File: src/rtl/clk_divider_multi.sv
`default_nettype none
// ============================================================================
// Module   : clk_divider_multi
// Brief    : NUM_CH independent runtime-programmable toggle dividers, each with
//            a 50%-duty clk_out, a one-cycle tick strobe and glitch-free
//            divisor reload at terminal count. Optional macro CLK_DIV_SYNC_EN
//            adds a sync_i input that phase-aligns every enabled channel.
// Revision : 1.0 - initial release
// ============================================================================
module clk_divider_multi #(
    parameter int          NUM_CH      = 4,
    parameter int          WIDTH       = 16,
    parameter int unsigned DEFAULT_DIV = 49999
) (
    input  logic              clk,
    input  logic              rst,
    input  logic [NUM_CH-1:0] en,
    input  logic              wr_en,
    input  logic [3:0]        wr_ch,
    input  logic [WIDTH-1:0]  wr_div,
`ifdef CLK_DIV_SYNC_EN
    input  logic              sync_i,
`endif
    output logic [NUM_CH-1:0] clk_out,
    output logic [NUM_CH-1:0] tick,
    output logic [NUM_CH-1:0] pend
);

    localparam logic [WIDTH-1:0] c_DEFAULT_DIV = WIDTH'(DEFAULT_DIV);

    logic w_sync;

`ifdef CLK_DIV_SYNC_EN
    assign w_sync = sync_i;
`else
    assign w_sync = 1'b0;
`endif

    generate
        for (genvar g = 0; g < NUM_CH; g++) begin : g_ch
            localparam logic [3:0] c_IDX = 4'(g);

            logic [WIDTH-1:0] r_count;
            logic [WIDTH-1:0] r_active;
            logic [WIDTH-1:0] r_pending;
            logic             r_pend;
            logic             r_clk_out;
            logic             r_tick;

            logic w_wr;
            logic w_tc;
            logic w_apply;

            // Out-of-range channel indices never match, so such writes are dropped.
            assign w_wr    = wr_en && (wr_ch == c_IDX);
            assign w_tc    = en[g] && (r_count == r_active);
            assign w_apply = en[g] && (w_sync || w_tc);

            always_ff @(posedge clk) begin
                if (rst) begin
                    r_count   <= '0;
                    r_active  <= c_DEFAULT_DIV;
                    r_pending <= c_DEFAULT_DIV;
                    r_pend    <= 1'b0;
                    r_clk_out <= 1'b0;
                    r_tick    <= 1'b0;
                end else if (!en[g]) begin
                    r_count   <= '0;
                    r_tick    <= 1'b0;
                    r_clk_out <= 1'b0;
                    // pending equals active whenever nothing is waiting.
                    r_active  <= r_pending;
                    r_pend    <= w_wr;
                    if (w_wr) begin
                        r_pending <= wr_div;
                    end
                end else begin
                    if (w_sync) begin
                        r_count   <= '0;
                        r_tick    <= 1'b0;
                        r_clk_out <= 1'b0;
                    end else if (w_tc) begin
                        r_count   <= '0;
                        r_tick    <= 1'b1;
                        r_clk_out <= ~r_clk_out;
                    end else begin
                        r_count   <= r_count + WIDTH'(1);
                        r_tick    <= 1'b0;
                    end

                    // A write landing on the apply edge supersedes the older pending value.
                    if (w_apply) begin
                        if (w_wr) begin
                            r_active  <= wr_div;
                            r_pending <= wr_div;
                        end else begin
                            r_active  <= r_pending;
                        end
                        r_pend <= 1'b0;
                    end else if (w_wr) begin
                        r_pending <= wr_div;
                        r_pend    <= 1'b1;
                    end
                end
            end

            assign clk_out[g] = r_clk_out;
            assign tick[g]    = r_tick;
            assign pend[g]    = r_pend;
        end
    endgenerate

endmodule
`default_nettype wire

File: config.mk
export PLATFORM = sky130hd
export DESIGN_NAME = clk_divider_multi
export DESIGN_NICKNAME = d
export VERILOG_FILES = /design/src/rtl/clk_divider_multi.sv
export SDC_FILE = /design/constraint.sdc
export NUM_CORES = 1
export LEC_CHECK = 0
export ABC_AREA = 1
export BUFFER_PORTS_ARGS = -buffer_cell sky130_fd_sc_hd__buf_2
export CELL_PAD_IN_SITES_DETAIL_PLACEMENT = 1
export CELL_PAD_IN_SITES_GLOBAL_PLACEMENT = 1
export CORE_ASPECT_RATIO = 1.2
export CORE_MARGIN = 2
export CORE_UTILIZATION = 48
export CTS_CLUSTER_DIAMETER = 40
export DETAILED_ROUTE_END_ITERATION = 8
export PLACE_DENSITY = 0.95
export RECOVER_POWER = 100
export SETUP_SLACK_MARGIN = 0.4
export SYNTH_ARGS = -nofsm -noshare
export SYNTH_HDL_FRONTEND = slang
export SYNTH_SLANG_ARGS = --single-unit
export TNS_END_PERCENT = 5
File: constraint.sdc
create_clock -name clk -period 3.8 [get_ports clk]
set_input_delay 0.76 -clock clk [delete_from_list [all_inputs] [get_ports clk]]
set_output_delay 0.76 -clock clk [all_outputs]
set_load 0.05 [all_outputs]
; Word level (Yosys, flattened, before mapping)
; Index checks and enable logic that the tools add are counted.
; W data, S select, Z words.
[word_totals]
n_memories = 0
ramBits = 0
word_cells = 100
reg_bits = 204
romBits = 0
latch_bits = 0
[op_classes]
div = 0
n_mul = 0
reduce_logical = 21
magnitude_cmp = 0
n_eq_ne = 15
addsub = 4
n_shift = 0
bitwise = 8
n_mux = 28
[ops]
columns = op, n
row1 = $mux W16, 12
row2 = $add A16 B1 Y16 const B, 4
row3 = $eq A16 B16 Y1, 4
row4 = $mux W1, 16
row5 = $logic_and A1 B1 Y1, 12
row6 = $ne A3 B1 Y1 const B, 4
row7 = $reduce_or A3 Y1, 4
row8 = $eq A4 B2 Y1 const B, 2
row9 = $ne A2 B1 Y1 const B, 4
row10 = $not A1 Y1, 8
row11 = $reduce_or A2 Y1, 4
row12 = $eq A4 B1 Y1 const B, 1
row13 = $logic_not A4 Y1, 1

; Longest topological paths before layout
[depth]
depth_word = 5
ltp_mapped = 12

; Worst setup path after synthesis
; Ideal clock, no wire load.
[synth_timing]
path_kind = input to register
startpoint = input wr_ch[3]
endpoint = register g_ch[0].r_pending[0]
arrival_ns = 1.690
t_required_ns = 3.677
path_buffers = 1
path_slack_ns = 1.986
stages = 6
cell_sequence = nor2_2 > nand3_1 > clkbuf_1 > nand2_1 > o21ai_0 > or2_2
[synth_between]
elab_chain_cells = 3
[synth_lines]
columns = item, line
row1 = from (decl), 19  ; input logic [3:0] wr_ch,
row2 = $logic_not A4 Y1, 55  ; assign w_wr = wr_en && (wr_ch == c_IDX);
row3 = $logic_and A1 B1 Y1, 55
row4 = $mux W16, --
row5 = to (signal assigned), 63  ; r_pending <= c_DEFAULT_DIV;
row6 = to (signal assigned), 75  ; r_pending <= wr_div;
row7 = to (signal assigned), 95  ; r_pending <= wr_div;
row8 = to (decl), 45  ; logic [WIDTH-1:0] r_pending;
; No other way between the ends.
; A chain may end at the register's enable or synchronous reset.

; Worst setup path in the final report
[layout_timing]
startpoint = register g_ch[1].r_count[5]
endpoint = register g_ch[1].r_pend
[layout_between]
elab_chain_cells = 5
elab_cells_between_ends = 6
cone_classes = 2 x eq/ne / 2 x mux / 2 x reduce/logical
[layout_lines]
columns = item, line
row1 = from (decl), 43  ; logic [WIDTH-1:0] r_count;
row2 = from (signal assigned), 87  ; r_count <= r_count + WIDTH'(1);
row3 = $eq A16 B16 Y1 *, 56  ; assign w_tc = en[g] && (r_count == r_active);
row4 = $logic_and A1 B1 Y1 *, 56
row5 = $logic_and A1 B1 Y1 *, 57  ; assign w_apply = en[g] && (w_sync || w_tc);
row6 = $mux W1, 92  ; if (w_apply) begin
row7 = $mux W1, 67  ; end else if (!en[g]) begin
row8 = to (signal assigned), 73  ; r_pend <= w_wr;
row9 = to (decl), 46  ; logic r_pend;
; Every way passes the cells marked *; elsewhere a longest branch is shown, timed or not.

==> flow_summary_export.csv <==
group,metric,value,unit
layout,drive_above_1_share,9.53,%
detailed_routing,drt_wl_total,33800,µm
timing,finalSetupTns,0,ps
placed_design,dp_cells,1709,
worst_setup_path,cp_cell_sequence,"inv_1, nand2_1, nand2_1, nor2_1, nand2_1, nor2_2, nand2_1, nor2_1, inv_1, nand2_1, inv_1",
worst_setup_path,critPathMostFrequentCell,"nand2_1",
power_and_ir_drop,p_leak,4.79,nW
timing,drv_slew,0,
logic_synthesis,yosys.area.top_type,"dfxtp_1",
global_route,antenna_found_initial,0,
layout,antenna_cells,0,
timing,worst_clock_skew,14.0,ps
logic_synthesis,syn-num-nets,1496,
worst_hold_path,worstHoldPathCells,2,
detailed_routing,routed-wl-met2,17100,µm
logic_synthesis,yosys_warnings,0,
layout,final_cell_mix,"nand2_1 (404), dfxtp_1 (204), inv_1 (173), nor2_1 (158), nand3_1 (132)",
detailed_routing,first_iter_violations,831,
power_and_ir_drop,p_clk_share,54.1,%
timing,final-hold-violation-count,0,
placed_design,port_buffers,38,
clock_tree,cts_buffers,30,
detailed_routing,highest_layer,"met4",
worst_setup_path,cp_max_fo,18,
die,die_w,134,µm
status,status,"completed",
global_route,grt_pass1_wl,55400,µm
layout,area_growth,12.1,%
worst_setup_path,critical-path-max-stage-delay,820,ps
timing,finalCritPeriodShare,73.8,%
die,die_height,161,µm
clock_tree,clock_latency,560,ps
worst_setup_path,timing.critical_path.arrival,3260,ps
detailed_routing,drt_pass1_iterations,5,
worst_setup_path,worstReg2RegStart,"g_ch[1].r_count[5]",
worst_setup_path,r2r_setup_slack,1000,ps
die,die-area,0.0216,mm²
global_route,grt_overflow_total,0,
worst_setup_path,endpoint_kind,"register",
power_and_ir_drop,p_seq_share,40.7,%
timing,worst_slew_pin_slew,1440,ps
clock_tree,cts_tree,"built",
logic_synthesis,ys_ff_latch,204,
power_and_ir_drop,p_comb_share,5.2,%
global_route,grtUsageTotal,31.4,%
layout,final_common_cell,"nand2_1",
worst_hold_path,hp-class,"reg2reg",
clock_tree,cts_hold_buffers,0,
clock_tree,clock_path_buffers,3,
worst_setup_path,r2r_end,"g_ch[1].r_pend",
clock_tree,post_cts_resized,0,
die,core_area,0.0202,mm²
die,io_pins,39,
timing,rsz0062_at_grt,"no",
power_and_ir_drop,power_density,498,mW/mm²
worst_setup_path,cp-start-kind,"register",
worst_setup_path,cp.required,4260,ps
timing,setup_viol,0,
logic_synthesis,synth_top_cell_area_share,41.6,%
power_and_ir_drop,p_sw,0.00142,W
logic_synthesis,synth_area,0.00981,mm²
power_and_ir_drop,netSwitchingFraction,25.9,%
detailed_routing,wire_per_inst,19.1,µm
worst_hold_path,min_from,"g_ch[3].r_count[14]",
logic_synthesis,synth.avg_cell_area,6.69,µm²
detailed_routing,via_count,9872,
timing,slew_headroom,4.33,%
power_and_ir_drop,p_int,0.00406,W
placed_design,hpwl,18500,µm
worst_setup_path,critPathSlowestCell,"nor2_1",
worst_setup_path,worst_r2r_path_depth,11,
clock_tree,cts-htree-levels,1,
detailed_routing,remaining_drc_errors,0,
worst_hold_path,hold_end,"g_ch[3].r_count[14]",
job,cap_violations,0,
layout,fin_nets,1507,
logic_synthesis,synth_cell_types,33,
die,num_rows,57,
detailed_routing,postRouteAntennaNets,0,
global_route,grt_pass1_vias,10700,
clock_tree,cts.reportedPaths.clkPinSlew,60,ps
detailed_routing,wl_met3,1400,µm
logic_synthesis,yosysSeqAreaShare,41.6,%
logic_synthesis,netlist_top_cells_area,"dfxtp_1 (42%), nand2_1 (15%), nand3_1 (6.7%), inv_1 (6.5%), nor2_1 (5.9%)",
timing,fmax,357,MHz
worst_setup_path,crit_type,"reg2reg",
die,start_util,48.6,%
clock_tree,cts.sinks,204,
power_and_ir_drop,peakVddDrop,0.000335,V
layout,layout.cells.non_filler,1765,
clock_tree,cts_setup_buffers,0,
global_route,grt_max_degree,77,
clock_tree,clockRootBuffer,"clkbuf_16",
timing,period_minus_slack,2800,ps
detailed_routing,viasPerCell,5.59,
logic_synthesis,synthCells,1465,
placed_design,gp_congestion,0.773,
detailed_routing,wl_met1,13500,µm
[flip-flops by register name, summed over array words and instances (netlist names)]
| register | flops |
|---|---|
| g_ch.r_active | 64 |
| g_ch.r_count | 64 |
| g_ch.r_pending | 64 |
| g_ch.r_clk_out | 4 |
| g_ch.r_pend | 4 |
| g_ch.r_tick | 4 |
[worst max-delay path: cells and delay by family, from the launching register on]
kind	cells	cell delay, ps
and+or+nand+nor	8	1880
DFF	1	470
buffers and inverters	3	350
[through the flow]
step	power [W]	hold WS [ps]	setup slack, ps	utilization [%]	area (µm²)
4_1_cts	0.00549	491	1510	55.0	11100
3_5_place_dp	0.00253	456	1080	49.7	10000
2_1_floorplan	0.00244	438	1990	-	9810
6_report	0.00548	491	997	54.4	11000
3_3_place_gp	0.00251	447	1190	49.7	10000
5_1_grt	0.00561	519	818	54.4	11000
[metal layers]
layer  global-route usage, %  vias up
met5                       0        -
met3                    4.04      118
li1                        -     4618
met1                    36.7     4826
met2                    55.8      310
met4                    16.2        0
[layout make-up]
class | count | area [µm²]
Fill cell | 2635 | 9190
Timing Repair Buffer | 45 | 225
Multi-Input combinational cell | 1007 | 4580
Inverter | 188 | 706
Sequential cell | 204 | 4080
Clock inverter | 21 | 270
Clock buffer | 35 | 790
Tap cell | 265 | 332
[worst max-delay path by stage]
stage | start | end | depth (start not counted)
after floorplan | wr_ch[3] | g_ch[0].r_pending[0] | 6
after global placement | wr_ch[3] | g_ch[2].r_active[4] | 7
after detailed placement | wr_ch[3] | g_ch[2].r_active[11] | 7
after CTS | g_ch[2].r_count[10] | g_ch[2].r_active[0] | 11
after global routing | g_ch[1].r_count[5] | g_ch[1].r_pend | 11
final | g_ch[1].r_count[5] | g_ch[1].r_pend | 11
[power by group through the flow]
stage	clock [W]	combinational (W)	sequential, W
2_1_floorplan	0	0.000188	0.00225
3_3_place_gp	0	0.000249	0.00226
3_5_place_dp	0	0.000263	0.00227
4_1_cts	0.00298	0.000286	0.00223
5_1_grt	0.00306	0.000314	0.00223
6_report	0.00296	0.000287	0.00223
[cells by family (layout without fill, tap and decap cells)]
group           after synthesis  after routing  share of synthesized area (%)
compound gates              172            172                           8.79
buf+inv                     254            289                           10.9
simple gates                804            804                           35.8
flops                       204            204                           41.6
xor+xnor                     27             27                           2.41
fa+ha+maj                     4              4                          0.510
[synth_stat cells (all sizes together)]
master,number
dfxtp,204
a31oi,1
xor2,26
nor3,34
nor3b,4
o21ai,98
nand2,408
nand3,132
nand3b,4
inv,186
a21oi,73
nor4,1
buf,37
clkbuf,29
xnor2,1
clkinv,2
nand4,18
ha,4
or2,38
nor2,165
Note: power is estimated with default switching activity, not from simulation.
